$ cat src/rtl/pong_match_ctrl.sv
// pong_match_ctrl: Pong match sequencer. Paces ball steps from frame ticks,
// detects goals, keeps score and runs IDLE/SERVE/PLAY/POINT/GAMEOVER.
// Optional feature macro: PONG_SPEEDUP_EN (paddle hits shorten the step period).
module pong_match_ctrl #(
  parameter int unsigned WIN_SCORE      = 7,
  parameter logic [9:0]  LEFT_GOAL      = 10'd4,
  parameter logic [9:0]  RIGHT_GOAL     = 10'd635,
  parameter int unsigned SERVE_FRAMES   = 60,
  parameter int unsigned PERIOD_INIT    = 4,
  parameter int unsigned HITS_PER_LEVEL = 4
) (
  input  logic       clk,
  input  logic       rst,
  input  logic       frame_tick,
  input  logic       start,
  input  logic [9:0] ballX,
  input  logic       paddle_hit,
  output logic       update_ball,
  output logic       ball_load,
  output logic       serve_dir,
  output logic [3:0] score_l,
  output logic [3:0] score_r,
  output logic [2:0] state,
  output logic       game_over,
  output logic       winner
);

  typedef enum logic [2:0] {
    IDLE     = 3'd0,
    SERVE    = 3'd1,
    PLAY     = 3'd2,
    POINT    = 3'd3,
    GAMEOVER = 3'd4
  } matchState_t;

  localparam logic [3:0] WIN_W    = 4'(WIN_SCORE);
  localparam logic [7:0] SERVE_W  = 8'(SERVE_FRAMES);
  localparam logic [3:0] PERIOD_W = 4'(PERIOD_INIT);
  localparam logic [3:0] HITS_W   = 4'(HITS_PER_LEVEL);

  matchState_t curState, nextState;
  logic [3:0]  scoreL, scoreLNext;
  logic [3:0]  scoreR, scoreRNext;
  logic        serveDir, serveDirNext;
  logic        winnerQ, winnerNext;
  logic        updBall, updBallNext;
  logic        ballLoad, ballLoadNext;
  logic        gameOverQ;
  logic [3:0]  frameCnt, frameCntNext;
  logic [7:0]  serveCnt, serveCntNext;
  logic [3:0]  period;
  logic        enterServe;

`ifdef PONG_SPEEDUP_EN
  logic [3:0]  periodNext;
  logic [3:0]  hitCnt, hitCntNext;
`else
  // Without speed-up the period is fixed and paddle hits carry no meaning.
  logic        unusedHit;
  assign period    = PERIOD_W;
  assign unusedHit = paddle_hit ^ (HITS_W == 4'd0);
`endif

  // Register every piece of match state; reset returns the whole block to IDLE.
  always_ff @(posedge clk) begin
    if (!rst) begin
      curState  <= IDLE;
      scoreL    <= 4'd0;
      scoreR    <= 4'd0;
      serveDir  <= 1'b0;
      winnerQ   <= 1'b0;
      updBall   <= 1'b0;
      ballLoad  <= 1'b0;
      gameOverQ <= 1'b0;
      frameCnt  <= 4'd0;
      serveCnt  <= 8'd0;
`ifdef PONG_SPEEDUP_EN
      period    <= PERIOD_W;
      hitCnt    <= 4'd0;
`endif
    end else begin
      curState  <= nextState;
      scoreL    <= scoreLNext;
      scoreR    <= scoreRNext;
      serveDir  <= serveDirNext;
      winnerQ   <= winnerNext;
      updBall   <= updBallNext;
      ballLoad  <= ballLoadNext;
      gameOverQ <= (nextState == GAMEOVER);
      frameCnt  <= frameCntNext;
      serveCnt  <= serveCntNext;
`ifdef PONG_SPEEDUP_EN
      period    <= periodNext;
      hitCnt    <= hitCntNext;
`endif
    end
  end

  // Next-state and next-output logic for the match flow.
  always_comb begin
    nextState    = curState;
    scoreLNext   = scoreL;
    scoreRNext   = scoreR;
    serveDirNext = serveDir;
    winnerNext   = winnerQ;
    updBallNext  = 1'b0;
    ballLoadNext = 1'b0;
    frameCntNext = frameCnt;
    serveCntNext = serveCnt;
    enterServe   = 1'b0;
`ifdef PONG_SPEEDUP_EN
    periodNext   = period;
    hitCntNext   = hitCnt;
`endif

    case (curState)
      IDLE: begin
        if (start) enterServe = 1'b1;
      end
      GAMEOVER: begin
        if (start) begin
          scoreLNext = 4'd0;
          scoreRNext = 4'd0;
          enterServe = 1'b1;
        end
      end
      SERVE: begin
        if (frame_tick) begin
          serveCntNext = serveCnt + 8'd1;
          if (serveCnt + 8'd1 == SERVE_W) begin
            nextState    = PLAY;
            frameCntNext = 4'd0;
          end
        end
      end
      PLAY: begin
        // A goal takes priority: the tick and any paddle hit in that cycle are dropped.
        if (ballX <= LEFT_GOAL) begin
          scoreRNext   = scoreR + 4'd1;
          serveDirNext = 1'b0;
          nextState    = POINT;
        end else if (ballX >= RIGHT_GOAL) begin
          scoreLNext   = scoreL + 4'd1;
          serveDirNext = 1'b1;
          nextState    = POINT;
        end else begin
          if (frame_tick) begin
            if (frameCnt == 4'd0) begin
              updBallNext  = 1'b1;
              frameCntNext = period - 4'd1;
            end else begin
              frameCntNext = frameCnt - 4'd1;
            end
          end
`ifdef PONG_SPEEDUP_EN
          if (paddle_hit) begin
            if (hitCnt + 4'd1 == HITS_W) begin
              hitCntNext = 4'd0;
              if (period > 4'd1) periodNext = period - 4'd1;
            end else begin
              hitCntNext = hitCnt + 4'd1;
            end
          end
`endif
        end
      end
      POINT: begin
        if (scoreL == WIN_W) begin
          nextState  = GAMEOVER;
          winnerNext = 1'b0;
        end else if (scoreR == WIN_W) begin
          nextState  = GAMEOVER;
          winnerNext = 1'b1;
        end else begin
          enterServe = 1'b1;
        end
      end
      default: nextState = IDLE;
    endcase

    // Serve entry: load the ball and restart serve pacing.
    if (enterServe) begin
      nextState    = SERVE;
      ballLoadNext = 1'b1;
      serveCntNext = 8'd0;
`ifdef PONG_SPEEDUP_EN
      periodNext   = PERIOD_W;
      hitCntNext   = 4'd0;
`endif
    end
  end

  assign state       = curState;
  assign score_l     = scoreL;
  assign score_r     = scoreR;
  assign serve_dir   = serveDir;
  assign winner      = winnerQ;
  assign update_ball = updBall;
  assign ball_load   = ballLoad;
  assign game_over   = gameOverQ;

endmodule

$ cat config.mk
export PLATFORM = sky130hd
export DESIGN_NAME = pong_match_ctrl
export DESIGN_NICKNAME = d
export VERILOG_FILES = /design/src/rtl/pong_match_ctrl.sv
export SDC_FILE = /design/constraint.sdc
export NUM_CORES = 1
export LEC_CHECK = 0
export BUFFER_PORTS_ARGS = -buffer_cell sky130_fd_sc_hd__buf_2
export CORE_ASPECT_RATIO = 0.6
export CORE_MARGIN = 2
export CORE_UTILIZATION = 59
export CTS_BUF_LIST = sky130_fd_sc_hd__clkbuf_2
export DETAILED_ROUTE_END_ITERATION = 8
export PLACE_DENSITY_LB_ADDON = 0.15
export SYNTH_ARGS = -nofsm -noshare
export SYNTH_HDL_FRONTEND = slang
export SYNTH_SLANG_ARGS = --single-unit
$ cat constraint.sdc
create_clock -name clk -period 4.41 [get_ports clk]
set_input_delay 0.441 -clock clk [delete_from_list [all_inputs] [get_ports clk]]
set_output_delay 0.441 -clock clk [all_outputs]
set_load 0.01 [all_outputs]
==> reports/results.tsv <==
stage	metric	value	unit
synthesis	number of synthesized flops with an enable pin	0	
grt	first-pass GRT wire length	4.80	mm
critical_path	CP cell instances	nor4bb_1, and2_1, nor2_1, o311a_1	
clock_tree	CTS resizes	0	
placed_design	RePlAce Congestion	0.816	
placed_design	port buffer count	29	
critical_path	Slowest cell on crit path	nor4bb_1	
status	status	completed	
clock_tree	Root Driver	clkbuf_2	
floorplanning	# rows	13	
critical_path	Buffers & Inverters on Critical Path	0	
synthesis	cells after synthesis	161	
timing	Max transition margin	0.228	
pwr	Worst VDD drop	184	uV
detailed_routing	vias per cell	5.84	
timing	Sum Neg Setup Slack	0	ns
critical_path	r2r setup slk	1.97	ns
synthesis	Mapped Area	1380	um2
synthesis	ys async rst share	0	
grt	antenna violations before repair	0	
final_layout	Area Overhead vs Synth	15.2	%
clock_tree	Longest Clk Path Bufs	2	
clock_tree	H-tree depth	1	
timing	final worst-path cycle share	0.553	
detailed_routing	post-route antenna net violation count	0	
floorplanning	Die X	66.3	um
critical_path	CP arrival	2.75	ns
clock_tree	CTS Buf Count	3	
timing	fmax	410	MHz
detailed_routing	initial DRC count	94	
placed_design	hpwl dp	2.40	mm
synthesis	Yosys reg bits	28	
clock_tree	Clk Latency, worst-skew pair	0.38	ns
critical_path	crit-path max FO	11	
critical_path	CP Data Required Time	4.73	ns
floorplanning	I/O pin total	31	
grt	GR Util All Layers	0.241	
critical_path	crit end category	register	
hold_path	Worst Hold Class	in -> reg	
timing	max-slew violations	0	
synthesis	top_reg_cell synth	dfxtp_1	
detailed_routing	post-DR wirelength/cell	14.1	um
clock_tree	post-CTS setup buffer count	0	
grt	largest net degree at the start of global routing	17	
floorplanning	CORE AREA	2180	um2
placed_design	Post-Place Setup Slack	2.03	ns
clock_tree	hold_buf cts	0	
clock_tree	CTS sink count	28	
timing	Final Skew	0.0200	ns
synthesis	yosys warns	0	
detailed_routing	routed vias	1279	
final_layout	# diodes	0	
grt	total grt overflow	0	
detailed_routing	DRC errors left	0	
run	max-cap violation count	0	
pwr	PwrDens	278	nW/um2
final_layout	Nets	209	
timing	Least-Margin Pin Slew	1.14	ns
timing	hold_ws	0.350	ns
final_layout	fill count	161	
timing	setup ws final	1.97	ns
critical_path	slowest cell delay on critical path	0.95	ns
detailed_routing	TritonRoute pass-1 iters	4	
synthesis	sequential share of the synthesized area	0.408	
synthesis	Avg Inst Size Synth	8.54	um2
clock_tree	CTS tree	built	
timing	unrepaired setup endpoints after global routing	false	
floorplanning	Initial Utilization	0.631	
critical_path	cell family with most CP delay	simple AND/OR/NAND/NOR gates	
pwr	P_leak	0.000688	uW
floorplanning	Die Ht	41.4	um
critical_path	CP startpoint kind	register	
timing	Hold Vio Cnt, Final	0	
timing	min Tclk post-route	2.44	ns
synthesis	Cell variety after synth	41	
floorplanning	die footprint	2750	um2
final_layout	design area	1580	um2
timing	endpoints failing setup	0	
grt	number of global-route vias before repair	1094	
clock_tree	Clock Pin Slew Worst Setup and Hold Paths	0.28	ns
final_layout	share of layout cells above drive strength 1	0.190	
synthesis	Synth Net Count	180	
critical_path	critical path class	reg -> reg	
placed_design	post-placement cell area	1540	um2
detailed_routing	Detailed Route WL	3.08	mm
==> logic make-up (layout without fill, tap and decap cells) <==
kind of cell / after synthesis / in the layout / synth area share
flip-flops: 28 / 28 / 0.408
adder cells (fa/ha/maj): 4 / 4 / 0.0364
AO/OA/AOI/OAI: 28 / 28 / 0.134
multiplexers: 4 / 4 / 0.0291
XOR/XNOR: 10 / 10 / 0.0637
AND/OR/NAND/NOR: 74 / 74 / 0.294
buffers and inverters: 13 / 41 / 0.0355
==> power breakdown <==
group          internal [uW]  total, uW  switching, uW
sequential               256        259           2.87
clock                   78.0        156           78.2
combinational           10.3       25.7           15.4
==> routing by layer <==
metal | routed length, um | part of all wire | GRT usage
met3 | 240 | 0.078 | 0.0618
met5 | 0 | 0 | 0
met2 | 1420 | 0.46 | 0.468
met4 | 19 | 0.0062 | 0.0306
met1 | 1410 | 0.46 | 0.287
==> flip-flops by register name, summed over array words and instances, names as in the netlist <==
name         flops
frameCnt         4
serve_dir        1
update_ball      1
ball_load        1
game_over        1
winner           1
score_l          4
serveCnt         8
score_r          4
state            3
==> layout by cell type (no fill, tap or decap), drive strengths merged, types with 2 or more instances in the layout <==
cell | synthesis | final
buf | 0 | 29
xnor2 | 2 | 2
nor3 | 3 | 3
nor3b | 3 | 3
a21oi | 4 | 4
and3 | 4 | 4
a31o | 2 | 2
nand4 | 4 | 4
a211oi | 2 | 2
clkbuf | 5 | 3
nand3 | 3 | 3
nor4bb | 2 | 2
inv | 8 | 8
xor2 | 8 | 8
o21ai | 10 | 10
and2 | 2 | 2
nand3b | 3 | 3
nand2 | 11 | 11
o31a | 2 | 2
ha | 4 | 4
mux2i | 4 | 4
or3 | 4 | 4
nor2 | 25 | 25
a31oi | 3 | 3
dfxtp | 28 | 28
==> worst reg2reg max path: stages, from the launching register on <==
cell and delay, ns:
dfxtp_1 0.60, nor4bb_1 0.95, and2_1 0.32, nor2_1 0.11
o311a_1 0.39
==> metrics by stage <==
stage | cells | power, uW | util
2_1_floorplan | 161 | 277 | -
5_1_grt | 219 | 451 | 0.727
3_3_place_gp | 215 | 287 | 0.706
3_5_place_dp | 215 | 288 | 0.706
4_1_cts | 219 | 442 | 0.727
6_report | 219 | 441 | 0.727
==> cells in the mapped netlist (all sizes together), types with 2 or more instances <==
cell type,instances,area share
and3,4,0.018
nand2,11,0.030
nand3b,3,0.016
mux2i,4,0.029
a211oi,2,0.011
o31a,2,0.013
a21oi,4,0.015
dfxtp,28,0.41
or3,4,0.018
ha,4,0.036
o21ai,10,0.036
a31oi,3,0.014
nor3b,3,0.020
and2,2,0.0091
nor2,25,0.068
clkbuf,5,0.014
xor2,8,0.051
xnor2,2,0.013
nand3,3,0.011
inv,8,0.022
nor3,3,0.011
nor4bb,2,0.015
a31o,2,0.013
nand4,4,0.018
==> final cells by class <==
type | instances | area, um2 | share of cell area
clock buffer | 3 | 15.0 | 0.00948
clock inverter | 1 | 30.0 | 0.0190
inverter | 8 | 30.0 | 0.0190
multi-input combinational | 120 | 766 | 0.483
sequential | 28 | 561 | 0.354
tap | 30 | 37.5 | 0.0237
timing repair buffer | 29 | 145 | 0.0916
==> final timing paths <==
check | from | to | cells past startpoint
setup / recovery | state[0] | frameCnt[2] | 4
hold / removal | rst | state[0] | 2
setup reg to reg | state[0] | frameCnt[2] | 4
hold reg to reg | score_l[3] | score_l[3] | 2
Note: power is estimated with default switching activity, not from simulation.
